## config.mk

```make
export PLATFORM = sky130hd
export DESIGN_NAME = demux_1to4
export DESIGN_NICKNAME = d
export VERILOG_FILES = /design/src/rtl/demux_1to4.sv
export SDC_FILE = /design/constraint.sdc
export NUM_CORES = 1
export LEC_CHECK = 0
export CAP_MARGIN = 40
export CORE_MARGIN = 2
export CORE_UTILIZATION = 52
export CTS_CLUSTER_SIZE = 28
export DETAILED_ROUTE_END_ITERATION = 10
export HOLD_SLACK_MARGIN = 0.05
export PLACE_DENSITY_LB_ADDON = 0.15
export SLEW_MARGIN = 20
export SYNTH_ARGS = -nofsm -noshare
export SYNTH_HDL_FRONTEND = slang
export SYNTH_SLANG_ARGS = --single-unit
```

## constraint.sdc

```tcl
create_clock -name clk -period 3.7 [get_ports clk]
set_input_delay 0.555 -clock clk [delete_from_list [all_inputs] [get_ports clk]]
set_output_delay 0.555 -clock clk [all_outputs]
set_load 0.02 [all_outputs]
```

## src/rtl/demux_1to4.sv

```systemverilog
// demux_1to4: registered 1-to-4 demultiplexer with saturating per-channel transfer counters
module demux_1to4 #(
    parameter int WIDTH = 1,
    parameter int CNT_W = 8
) (
    input  logic             clk,
    input  logic             rst_n,
    input  logic [WIDTH-1:0] in,
    input  logic             in_valid,
    input  logic [1:0]       sel,
    output logic [WIDTH-1:0] out0,
    output logic [WIDTH-1:0] out1,
    output logic [WIDTH-1:0] out2,
    output logic [WIDTH-1:0] out3,
    output logic [3:0]       out_valid,
    output logic [CNT_W-1:0] cnt0,
    output logic [CNT_W-1:0] cnt1,
    output logic [CNT_W-1:0] cnt2,
    output logic [CNT_W-1:0] cnt3
);
    logic [3:0]       hit;
    logic [WIDTH-1:0] o [4];
    logic [CNT_W-1:0] c [4];
    always_comb hit = in_valid ? 4'b0001 << sel : 4'b0000;
    always_ff @(posedge clk or negedge rst_n) begin
        if (!rst_n) begin
            out_valid <= '0;
            for (int i = 0; i < 4; i++) begin
                o[i] <= '0;
                c[i] <= '0;
            end
        end else begin
            out_valid <= hit;
            for (int i = 0; i < 4; i++) begin
                o[i] <= hit[i] ? in : '0;
                if (hit[i] && c[i] != '1) c[i] <= c[i] + CNT_W'(1);
            end
        end
    end
    assign out0 = o[0];
    assign out1 = o[1];
    assign out2 = o[2];
    assign out3 = o[3];
    assign cnt0 = c[0];
    assign cnt1 = c[1];
    assign cnt2 = c[2];
    assign cnt3 = c[3];
endmodule

```

==> metrics.log <==
[metrics] result of the run: finished, final reports clean
[metrics] Critical Path Sink Type: output pin
[metrics] crit path launch type: flip-flop
[metrics] share of cells above drive strength 1: 0.167
[metrics] data arrival time of the worst path: 1.48 ns
[metrics] Wirelength per Cell: 14.2 um
[metrics] ordered list of cells on the worst path: clkdlybuf4s50_1
[metrics] area enclosed by the die boundary: 4030 um2
[metrics] final number of max-transition violations: 0
[metrics] Max Freq: 492 MHz
[metrics] number of filler cells placed in the layout: 256
[metrics] part of the Yosys area used for sequential elements: 0.543
[metrics] number of setup buffers added after CTS: 0
[metrics] die boundary width: 63.5 um
[metrics] clock buffer depth: 2
[metrics] via count of the first global-routing pass: 1,346
[metrics] total of buffers placed on input and output ports: 45
[metrics] synthesized instance count: 159
[metrics] Resized Gates After CTS: 0
[metrics] register clock-pin slew on the reported worst setup and hold paths: 0.12 ns
[metrics] CTS Hold Buffers Added: 0
[metrics] total number of vias: 1,396
[metrics] final sum of negative setup slack: 0 ns
[metrics] detailed-placement wirelength estimate: 2650 um
[metrics] number of buffers inserted during clock tree synthesis: 5
[metrics] top post-synthesis cells by area: sky130_fd_sc_hd__dfrtp_1 (54%), sky130_fd_sc_hd__mux2_2 (7.9%), sky130_fd_sc_hd__xnor2_1 (4.8%)
[metrics] leakage power total: 1.04 nW
[metrics] family with the most delay on the worst path: buffers and inverters
[metrics] leftover overflow at the end of global routing: 0
[metrics] Placeable Area: 3360 um2
[metrics] final hold violation count: 0
[metrics] initial drt markers: 58
[metrics] Final setup viols: 0
[metrics] Clk Tree Root Cell: sky130_fd_sc_hd__clkbuf_4
[metrics] net count reported at finish: 219
[metrics] placer congestion estimate: 0.817
[metrics] area of the multi-input gates: 812 um2
[metrics] Post-Route Utilization: 0.728
[metrics] P per Cell Area: 651 nW/um2
[metrics] Die H: 63.5 um
[metrics] Antenna diodes: 0
[metrics] ports placed on the boundary: 46
[metrics] CTS Sinks: 40
[metrics] data required time of the worst path: 3.14 ns
[metrics] IR Drop Worst-Case VDD: 0.579 mV
[metrics] post-synthesis instance area: 1840 um2
[metrics] Sequential cell area: 1000 um2
[metrics] area share of the largest cell type after synthesis: 0.543
[metrics] met3 global-route usage: 0.0536
[metrics] Top Usage Layer GRT: met2
[metrics] max-capacitance violation count: 0
[metrics] met1 routing resource usage after global routing: 0.242
[metrics] DRC errors left: 0
[metrics] mean cell area of the mapped netlist: 11.6 um2
[metrics] transition at the pin with the smallest max-transition slack: 0.516 ns
[metrics] TritonCTS clock tree: done
[metrics] maximum fanout encountered on the critical timing path: 7
[metrics] clock period minus worst slack: 2.03 ns
[metrics] Register-to-Register Path Depth: 4
[metrics] pin count of the biggest net entering global routing: 22
[metrics] unrepaired setup endpoints after global routing: no
[metrics] total length of routed wires: 3610 um
[metrics] synth unique cells: 33
[metrics] number of levels the H-tree was split into: 2
[metrics] WS Path Type: flip-flop to output pin
[metrics] crit path max-delay cell type: sky130_fd_sc_hd__clkdlybuf4s50_1
[metrics] wire length of the first global-routing pass: 6280 um
[metrics] class of the worst hold path: primary input to asynchronous set/reset pin
[metrics] sum of buffers and inverters on the critical path: 1
[metrics] met2 global-route usage: 0.355
[metrics] worst slew margin relative to its limit: 0.656
[metrics] Period Utilization, post-route: 0.550
[metrics] Cell Rows: 21
[metrics] critical path depth in cells: 1
[metrics] skew final: 0.0160 ns
[metrics] Total Routing Usage GR: 0.202
[metrics] number of warning messages in the yosys log: 0
[metrics] number of antenna violations at the first check in global routing: 0
[metrics] CP Launch Point: cnt0[4]
[metrics] detailed-route vias per instance: 5.47
[metrics] number of storage elements in the synthesis netlist: 40
[metrics] slowest cell delay on critical path: 0.65 ns
[metrics] largest area contributor in the netlist: sky130_fd_sc_hd__dfrtp_1
[metrics] effective utilization at floorplan: 0.548
[metrics] RR Startpoint: cnt1[3]
[metrics] area growth from synthesis to layout: 32.9%
[metrics] antenna violation net count after detailed routing: 0
[metrics] number of search-and-repair iterations in the first detailed-routing pass: 5
[metrics] insertion delay to the later sink of the worst-skew pair: 0.35 ns
[metrics] Post-Synthesis Net Count: 169
kinds of logic (layout without fill, tap and decap cells):
logic type	after synthesis	after routing	share of synthesized area
buf+inv	5	55	0.0156
xor+xnor	10	10	0.0476
fa+ha+maj	4	4	0.0272
mux	16	16	0.0992
flops	40	40	0.543
simple gates	66	66	0.211
compound gates	18	18	0.0557
where the power goes:
part           internal (mW)  leakage (nW)  switching, mW
logic                  0.287         0.466          0.280
clock network          0.207        0.0513          0.140
registers              0.543         0.523          0.136
total                   1.04          1.04          0.557
per-layer routing:
metal | up-vias | share of wire
met2 | 43 | 0.54
li1 | 655 | -
met4 | 0 | 0.0047
met1 | 694 | 0.40
met5 | - | 0
met3 | 4 | 0.053
synth_stat cells:
cell type / count
sky130_fd_sc_hd__and2_2: 1
sky130_fd_sc_hd__buf_6: 1
sky130_fd_sc_hd__nor2b_1: 1
sky130_fd_sc_hd__or2b_2: 1
sky130_fd_sc_hd__mux2_1: 1
sky130_fd_sc_hd__o21bai_1: 2
sky130_fd_sc_hd__nor3_1: 1
sky130_fd_sc_hd__nor3b_4: 1
sky130_fd_sc_hd__a41oi_1: 1
sky130_fd_sc_hd__nor2_1: 8
sky130_fd_sc_hd__nand4_2: 1
sky130_fd_sc_hd__and3_4: 2
sky130_fd_sc_hd__and3b_2: 2
sky130_fd_sc_hd__o21ai_0: 3
sky130_fd_sc_hd__ha_1: 4
sky130_fd_sc_hd__mux2_4: 1
sky130_fd_sc_hd__a21oi_1: 11
sky130_fd_sc_hd__buf_2: 2
sky130_fd_sc_hd__and3_2: 2
sky130_fd_sc_hd__mux2_2: 13
sky130_fd_sc_hd__nand4_1: 8
sky130_fd_sc_hd__and3_1: 3
sky130_fd_sc_hd__xnor2_1: 10
sky130_fd_sc_hd__nand2_1: 19
sky130_fd_sc_hd__and2_1: 3
sky130_fd_sc_hd__and4_1: 2
sky130_fd_sc_hd__nand2b_1: 4
sky130_fd_sc_hd__or3_4: 1
sky130_fd_sc_hd__nand3_1: 6
sky130_fd_sc_hd__inv_1: 2
sky130_fd_sc_hd__mux2i_1: 1
sky130_fd_sc_hd__dfrtp_1: 40
sky130_fd_sc_hd__o21ai_2: 1
placed cells by master (no fill, tap or decap), types with 4 or more instances in the layout:
| master | synthesis | routed |
|---|---|---|
| sky130_fd_sc_hd__clkdlybuf4s50_1 | 0 | 44 |
| sky130_fd_sc_hd__dfrtp_1 | 40 | 40 |
| sky130_fd_sc_hd__nand2_1 | 19 | 19 |
| sky130_fd_sc_hd__mux2_2 | 13 | 13 |
| sky130_fd_sc_hd__a21oi_1 | 11 | 11 |
| sky130_fd_sc_hd__xnor2_1 | 10 | 10 |
| sky130_fd_sc_hd__nand4_1 | 8 | 8 |
| sky130_fd_sc_hd__nor2_1 | 8 | 8 |
| sky130_fd_sc_hd__nand3_1 | 6 | 6 |
| sky130_fd_sc_hd__clkbuf_4 | 0 | 5 |
| sky130_fd_sc_hd__nand2b_1 | 4 | 4 |
| sky130_fd_sc_hd__ha_1 | 4 | 4 |
flip-flops by register name, indices dropped and copies added (netlist names):
name,flops
cnt0,8
cnt1,8
cnt2,8
cnt3,8
out_valid,4
out0,1
out1,1
out2,1
out3,1
per-stage QoR:
step / cell area, um2 / total power, mW / setup WS [ns] / cells / hold WS (ns)
2_1_floorplan: 1840 / 0.965 / 2.04 / 159 / 0.259
3_3_place_gp: 2320 / 1.23 / 1.50 / 247 / 0.500
3_5_place_dp: 2350 / 1.26 / 1.40 / 248 / 0.511
4_1_cts: 2450 / 1.61 / 1.66 / 255 / 0.167
5_1_grt: 2450 / 1.70 / 1.59 / 255 / 0.170
6_report: 2450 / 1.59 / 1.67 / 255 / 0.161
cell type report:
class | count | area share
tap | 46 | 0.0235
multi-input combinational | 114 | 0.332
timing repair buffer | 46 | 0.193
sequential | 40 | 0.409
clock buffer | 5 | 0.0153
inverter | 2 | 0.00307
clock inverter | 2 | 0.0245
path summary, 6_finish.rpt:
path | to | slack, ns
setup / recovery | cnt0[4] | 1.67
min in group clk | cnt1[4] | 0.52
hold / removal | cnt1[2] | 0.16
hold reg to reg | cnt1[4] | 0.52
setup reg to reg | cnt1[1] | 2.03
max in group asynchronous | cnt3[7] | 3.06
Power figures use the tool's default switching activity.
